===== config.mk =====
export PLATFORM = sky130hd
export DESIGN_NAME = mem_bus_arbiter_flat
export DESIGN_NICKNAME = d
export VERILOG_FILES = /design/src/rtl/mem_bus_pkg.sv /design/src/rtl/mem_bus_arbiter_if.sv /design/src/rtl/rr_pick.sv /design/src/rtl/mem_bus_arbiter.sv /design/src/flat_wrapper.sv
export SDC_FILE = /design/constraint.sdc
export NUM_CORES = 1
export LEC_CHECK = 0
export CAP_MARGIN = 20
export CORE_AREA = 3 3 113 83
export DETAILED_ROUTE_END_ITERATION = 7
export DIE_AREA = 0 0 116 86
export GPL_ROUTABILITY_DRIVEN = 0
export GPL_TIMING_DRIVEN = 0
export MAX_ROUTING_LAYER = met4
export PLACE_DENSITY = 0.74
export SLEW_MARGIN = 20
export SYNTH_ARGS = -nofsm -noshare
export SYNTH_HDL_FRONTEND = slang
export SYNTH_SLANG_ARGS = --single-unit

===== constraint.sdc =====
create_clock -name clk -period 3.63 [get_ports clk]
set_input_delay 0.5445 -clock clk [delete_from_list [all_inputs] [get_ports clk]]
set_output_delay 0.5445 -clock clk [all_outputs]
set_load 0.01 [all_outputs]

===== src/rtl/mem_bus_pkg.sv =====
// Shared types and helpers for the memory-bus arbiter: FSM states, default widths
// and a constant log2 used to size the pointer and latency counter.
package mem_bus_pkg;

    localparam int AW_DEF = 8;
    localparam int DW_DEF = 8;

    typedef enum logic [1:0] {
        IDLE  = 2'd0,
        ISSUE = 2'd1,
        WAIT  = 2'd2,
        DONE  = 2'd3
    } state_t;

    function automatic int clog2(input int n);
        int r;
        r = 0;
        while ((1 << r) < n) r++;
        return r;
    endfunction

endpackage


===== src/rtl/mem_bus_arbiter_if.sv =====
// Master-side bus of the arbiter: per-master request bundle in, grant/ack/read data out.
interface mem_bus_arbiter_if
    import mem_bus_pkg::*;
#(
    parameter int NREQ = 4,
    parameter int AW   = AW_DEF,
    parameter int DW   = DW_DEF
);
    logic [NREQ-1:0]    req;
    logic [NREQ-1:0]    lock;
    logic [NREQ-1:0]    we;
    logic [NREQ*AW-1:0] addr;
    logic [NREQ*DW-1:0] wdata;
    logic [NREQ-1:0]    gnt;
    logic [NREQ-1:0]    ack;
    logic [DW-1:0]      rdata;

    modport slave (
        input  req, lock, we, addr, wdata,
        output gnt, ack, rdata
    );

    modport master (
        output req, lock, we, addr, wdata,
        input  gnt, ack, rdata
    );
endinterface


===== src/rtl/rr_pick.sv =====
// Round-robin picker: first set request at or above ptr, wrapping around.
// Returns the winner as one-hot and as an index; both are zero when nothing is requested.
module rr_pick
    import mem_bus_pkg::*;
#(
    parameter int NREQ = 4,
    parameter int PW   = clog2(NREQ)
) (
    input  logic [NREQ-1:0] req,
    input  logic [PW-1:0]   ptr,
    output logic [NREQ-1:0] win_oh,
    output logic [PW-1:0]   win_idx
);
    logic          found;
    logic [PW-1:0] j;

    always_comb begin
        win_oh  = '0;
        win_idx = '0;
        found   = 1'b0;
        j       = '0;
        for (int k = 0; k < NREQ; k++) begin
            j = PW'((int'(ptr) + k) % NREQ);
            if (!found && req[j]) begin
                found     = 1'b1;
                win_oh[j] = 1'b1;
                win_idx   = j;
            end
        end
    end
endmodule


===== src/rtl/mem_bus_arbiter.sv =====
// Round-robin arbiter with lock sharing one synchronous memory port among NREQ masters.
// state | meaning: IDLE pick winner | ISSUE mem strobe | WAIT read latency | DONE ack
module mem_bus_arbiter
    import mem_bus_pkg::*;
#(
    parameter int NREQ    = 4,
    parameter int AW      = AW_DEF,
    parameter int DW      = DW_DEF,
    parameter int MEM_LAT = 1
) (
    input  logic             clk,
    input  logic             rst_n,
    mem_bus_arbiter_if.slave bus,
    output logic             mem_en,
    output logic             mem_we,
    output logic [AW-1:0]    mem_addr,
    output logic [DW-1:0]    mem_wdata,
    input  logic [DW-1:0]    mem_rdata,
    output logic             busy
);
    localparam int PW = clog2(NREQ);
    localparam int CW = clog2(MEM_LAT + 1);

    state_t          state, state_nx;
    logic [NREQ-1:0] gnt_q, gnt_nx;
    logic [NREQ-1:0] ack_q, ack_nx;
    logic [DW-1:0]   rdata_q, rdata_nx;
    logic [CW-1:0]   cnt, cnt_nx;
    logic [PW-1:0]   ptr, ptr_nx;
    logic [PW-1:0]   lock_owner, own_nx;
    logic            lock_vld, lvld_nx;
    logic [PW-1:0]   win, win_nx;
    logic            h_we, hwe_nx;
    logic [AW-1:0]   h_addr, haddr_nx;
    logic [DW-1:0]   h_wdata, hwd_nx;

    logic [NREQ-1:0] rr_oh, owner_oh, sel_oh;
    logic [PW-1:0]   rr_idx, sel_idx;
    logic            owner_hit;

    rr_pick #(.NREQ(NREQ), .PW(PW)) u_pick (
        .req     (bus.req),
        .ptr     (ptr),
        .win_oh  (rr_oh),
        .win_idx (rr_idx)
    );

    // A valid lock owner that is still requesting bypasses the round-robin search.
    always_comb begin
        owner_oh             = '0;
        owner_oh[lock_owner] = 1'b1;
        owner_hit            = lock_vld & bus.req[lock_owner];
        sel_idx              = owner_hit ? lock_owner : rr_idx;
        sel_oh               = owner_hit ? owner_oh : rr_oh;
    end

    always_comb begin
        state_nx = state;
        gnt_nx   = gnt_q;
        ack_nx   = '0;
        rdata_nx = rdata_q;
        cnt_nx   = cnt;
        ptr_nx   = ptr;
        own_nx   = lock_owner;
        lvld_nx  = lock_vld;
        win_nx   = win;
        hwe_nx   = h_we;
        haddr_nx = h_addr;
        hwd_nx   = h_wdata;
        case (state)
            IDLE: begin
                if (lock_vld && !bus.req[lock_owner]) lvld_nx = 1'b0;
                if (|bus.req) begin
                    win_nx   = sel_idx;
                    gnt_nx   = sel_oh;
                    hwe_nx   = bus.we[sel_idx];
                    haddr_nx = bus.addr[int'(sel_idx) * AW +: AW];
                    hwd_nx   = bus.wdata[int'(sel_idx) * DW +: DW];
                    state_nx = ISSUE;
                end
            end
            ISSUE: begin
                cnt_nx   = CW'(MEM_LAT);
                state_nx = WAIT;
            end
            WAIT: begin
                if (cnt == CW'(1)) begin
                    if (!h_we) rdata_nx = mem_rdata;
                    ack_nx   = gnt_q;
                    state_nx = DONE;
                end else begin
                    cnt_nx = cnt - 1'b1;
                end
            end
            DONE: begin
                gnt_nx   = '0;
                ptr_nx   = (win == PW'(NREQ - 1)) ? '0 : win + 1'b1;
                own_nx   = win;
                lvld_nx  = bus.lock[win];
                state_nx = IDLE;
            end
            default: state_nx = IDLE;
        endcase
    end

    always_ff @(posedge clk or negedge rst_n) begin
        if (!rst_n) begin
            state      <= IDLE;
            gnt_q      <= '0;
            ack_q      <= '0;
            rdata_q    <= '0;
            cnt        <= '0;
            ptr        <= '0;
            lock_owner <= '0;
            lock_vld   <= 1'b0;
            win        <= '0;
            h_we       <= 1'b0;
            h_addr     <= '0;
            h_wdata    <= '0;
        end else begin
            state      <= state_nx;
            gnt_q      <= gnt_nx;
            ack_q      <= ack_nx;
            rdata_q    <= rdata_nx;
            cnt        <= cnt_nx;
            ptr        <= ptr_nx;
            lock_owner <= own_nx;
            lock_vld   <= lvld_nx;
            win        <= win_nx;
            h_we       <= hwe_nx;
            h_addr     <= haddr_nx;
            h_wdata    <= hwd_nx;
        end
    end

    assign bus.gnt   = gnt_q;
    assign bus.ack   = ack_q;
    assign bus.rdata = rdata_q;
    assign mem_en    = (state == ISSUE);
    assign mem_we    = mem_en & h_we;
    assign mem_addr  = h_addr;
    assign mem_wdata = h_wdata;
    assign busy      = (state != IDLE);
endmodule


===== src/flat_wrapper.sv =====
// flat-port wrapper written by rule: the top's interface ports become plain ports
module mem_bus_arbiter_flat import mem_bus_pkg::*;
#(
    parameter int NREQ    = 4,
    parameter int AW      = AW_DEF,
    parameter int DW      = DW_DEF,
    parameter int MEM_LAT = 1
)
  (clk, rst_n, mem_en, mem_we, mem_addr, mem_wdata, mem_rdata, busy, bus_req, bus_lock, bus_we, bus_addr, bus_wdata, bus_gnt, bus_ack, bus_rdata);
  mem_bus_arbiter_if #(.NREQ(NREQ), .AW(AW), .DW(DW)) bus_i ();
  input  logic clk;
  input  logic rst_n;
  output logic mem_en;
  output logic mem_we;
  output logic [AW-1:0] mem_addr;
  output logic [DW-1:0] mem_wdata;
  input  logic [DW-1:0] mem_rdata;
  output logic busy;
  input wire logic [$bits(bus_i.req)-1:0] bus_req;
  input wire logic [$bits(bus_i.lock)-1:0] bus_lock;
  input wire logic [$bits(bus_i.we)-1:0] bus_we;
  input wire logic [$bits(bus_i.addr)-1:0] bus_addr;
  input wire logic [$bits(bus_i.wdata)-1:0] bus_wdata;
  output wire logic [$bits(bus_i.gnt)-1:0] bus_gnt;
  output wire logic [$bits(bus_i.ack)-1:0] bus_ack;
  output wire logic [$bits(bus_i.rdata)-1:0] bus_rdata;
  assign bus_i.req = bus_req;
  assign bus_i.lock = bus_lock;
  assign bus_i.we = bus_we;
  assign bus_i.addr = bus_addr;
  assign bus_i.wdata = bus_wdata;
  assign bus_gnt = bus_i.gnt;
  assign bus_ack = bus_i.ack;
  assign bus_rdata = bus_i.rdata;
  mem_bus_arbiter #(.NREQ(NREQ), .AW(AW), .DW(DW), .MEM_LAT(MEM_LAT)) u_core (.clk(clk), .rst_n(rst_n), .bus(bus_i), .mem_en(mem_en), .mem_we(mem_we), .mem_addr(mem_addr), .mem_wdata(mem_wdata), .mem_rdata(mem_rdata), .busy(busy));
endmodule

==> run summary <==
Setup-failing EPs final = 0
IO Port Bufs = 120
met1 Usage GRT = 22.8%
slowest stage delay, CP = 520 ps
status = finished, final reports clean
DP Area = 0.00424 mm2
row count = 28
Setup TNS = 0 ps
CTS buffer count = 5
slowest cell on the critical path = or4b_1
highest clock rate = 301 MHz
DRC Markers = 0
RSZ-0062 raised after global routing = false
vias per inst = 5.25
multiplexer share of the synthesized area = 15.9%
I/O Pins = 121
pwr/cell area = 819 mW/mm2
Die Y = 86 um
TritonRoute pass-1 iters = 4
initial antenna violation count = 0
Slew @ Worst Pin = 690 ps
Final period util = 91.4%
compound-gate portion of the synthesized area = 20.7%
Post-Synth Simple-Gate Area = 15.0%
drt wl/cell = 16.2 um
Via Count = 2771
CTS tree = yes
postcts setup bufs = 0
critical-path cell list = buf_6 -> inv_1 -> ha_1 -> mux4_2 -> nor2b_4 -> or4b_1 -> buf_2 -> clkbuf_1 -> and3_1 -> o21ai_0 -> o211ai_1
worst vdd ir = 0.409 mV
Total Wirelength = 8560 um
Synth Area in XOR/XNOR = 0%
FF-to-FF Start = u_core.ptr[0]
reg2reg setup slack = 310 ps
DIE AREA = 0.00998 mm2
#FFs+latches synth = 43
Clock Latency Late Sink = 280 ps
critical setup path kind = flip-flop to flip-flop
max-slew violations = 0
Tmin final = 3320 ps
grt total ovfl = 0
Starting Density = 34.7%
buffer depth of the longest clock path = 2
post-route cell area = 0.00442 mm2
Distinct cells, synth = 44
Fin Hold WS = 164 ps
highest-count cells in the layout ignoring fill and taps = clkdlybuf4s50_1 (119), dfrtp_1 (41), nand2_1 (32), mux2i_1 (23)
largest family of logic cells by synthesized area = compound AO/OA/AOI/OAI gates
Post-Syn Instances = 295
H-tree Lvls = 2
clock sinks = 43
final net count = 522
first-pass GRT wire length = 13900 um
Worst Reg-to-Reg Cells = 11
EDFF count, synth = 0
skew final = 4.42 ps
Hold/Removal Path Class = primary input to asynchronous set/reset pin
worst-path fanout max = 10
overall power consumption = 3.62 mW
Area Overhead vs Synth = 52.8%
Root Driver = clkbuf_16
Lkg Pwr = 1.87 nW
initial DRC count = 173
largest net degree at the start of global routing = 30
CP endpoint kind = flip-flop
core box area = 0.00834 mm2
layout cell share with drive strength beyond 1 = 8.98%
R2R Path End = u_core.mem_wdata[1]
Data arrival, critical path = 3470 ps
area share of fa/ha/maj cells after synthesis = 6.06%
vias in the first global route = 2959
Post-synth ARST share = 100%
Final Hold Viols = 0
met3 global-route usage = 4.37%
max_cap viols = 0
register area share after synthesis = 37.2%
Worst-path clk slew = 60 ps
hold_buf cts = 0
CP Launch Type = flip-flop
most common cell after layout, fill and taps aside = clkdlybuf4s50_1
Rel. slew slack = 53.8%
fill cell count = 777
most used routing layer = met2
WP data required = 3780 ps
GRT Total Usage = 18.0%
Yosys Warn Count = 0
Post-Syn Area = 0.00289 mm2
dpl hpwl = 6790 um
antenna-violating nets left = 0
met2 Use GR = 28.8%
antenna diode count = 0
width of the die = 116 um
Mapped Nets = 395
Mean Syn Cell Area = 9.80 um2
top_reg_cell synth = dfrtp_1
-- worst max path at each step --
stage / start / to / cells past startpoint
final: u_core.ptr[0] / u_core.mem_wdata[1] / 11
after detailed placement: bus_req[1] / u_core.mem_addr[3] / 10
after floorplan: u_core.ptr[1] / u_core.mem_addr[1] / 12
after CTS: u_core.ptr[1] / u_core.mem_wdata[1] / 11
after global routing: u_core.ptr[0] / u_core.mem_wdata[0] / 11
after global placement: bus_req[1] / u_core.mem_addr[5] / 10
-- worst max-delay path, delay by kind of cell (launching register included) --
family                   cells  cell delay (ps)
multiplexers                 1              400
flip-flops                   1              440
adder cells (fa/ha/maj)      1              440
AND/OR/NAND/NOR              3              920
buffers and inverters        4              680
AO/OA/AOI/OAI                2              280
-- cells by family after synthesis --
kind of cell | Yosys count
buf+inv | 30
mux | 39
flops | 43
compound gates | 87
simple gates | 82
fa+ha+maj | 14
-- synthesized netlist by cell type, drive strengths merged (3+ instances only) --
cell type	instances	area share [%]
mux2i	23	8.0
o211ai	20	5.2
and2	3	0.74
nand2	32	4.2
a222oi	3	1.0
o21ai	25	4.3
nand3b	3	0.78
a21oi	6	1.0
mux4	4	3.2
a21boi	17	4.4
and3	21	4.5
clkbuf	16	2.1
a32o	4	1.4
mux2	12	4.7
nor2	9	1.2
inv	7	0.91
ha	14	6.1
dfrtp	43	37
buf	7	2.1
nand2b	4	0.87
-- timing repair --
action / in CTS / in global routing
setup endpoints to repair: 0 / 16
hold endpoints to repair: 0 / 0
gates resized for setup: 0 / 3
-- layout make-up --
type	count	area (um2)	area share, %
well taps	105	131	2.97
plain buffers	22	118	2.66
flip-flops and latches	43	1080	24.4
multi-input cells	222	1670	37.9
clock inverters	2	35.0	0.793
clock buffers	6	139	3.14
repair buffers	121	1220	27.5
inverters	7	26.3	0.595
-- per-layer routing --
layer	part of all wire, %	vias to the layer above
met5	0	-
met4	1.4	0
met3	6.7	13
met2	47	110
met1	45	1306
li1	-	1342
-- flip-flops by register name, indices dropped and copies added, names as in the netlist --
signal,cells
u_core.cnt,1
u_core.mem_addr,8
u_core.bus.gnt,4
u_core.ptr,2
u_core.h_we,1
u_core.state,2
u_core.win,2
u_core.lock_vld,1
u_core.mem_wdata,8
u_core.lock_owner,2
u_core.bus.rdata,8
u_core.bus.ack,4
-- through the flow --
stage,worst slack [ps],std cells,utilization (%)
5_1_grt,74.2,528,53.0
6_report,312,528,53.0
4_1_cts,111,529,52.9
3_3_place_gp,100,520,50.7
3_5_place_dp,39.4,521,50.8
2_1_floorplan,577,295,-
-- report_power, final --
part,switching [mW],internal [mW],leakage (nW)
Clock,0.181,0.342,0.0868
Combinational,1.12,1.13,1.26
Sequential,0.153,0.694,0.530
Total,1.46,2.16,1.87
Note: power is estimated with default switching activity, not from simulation.
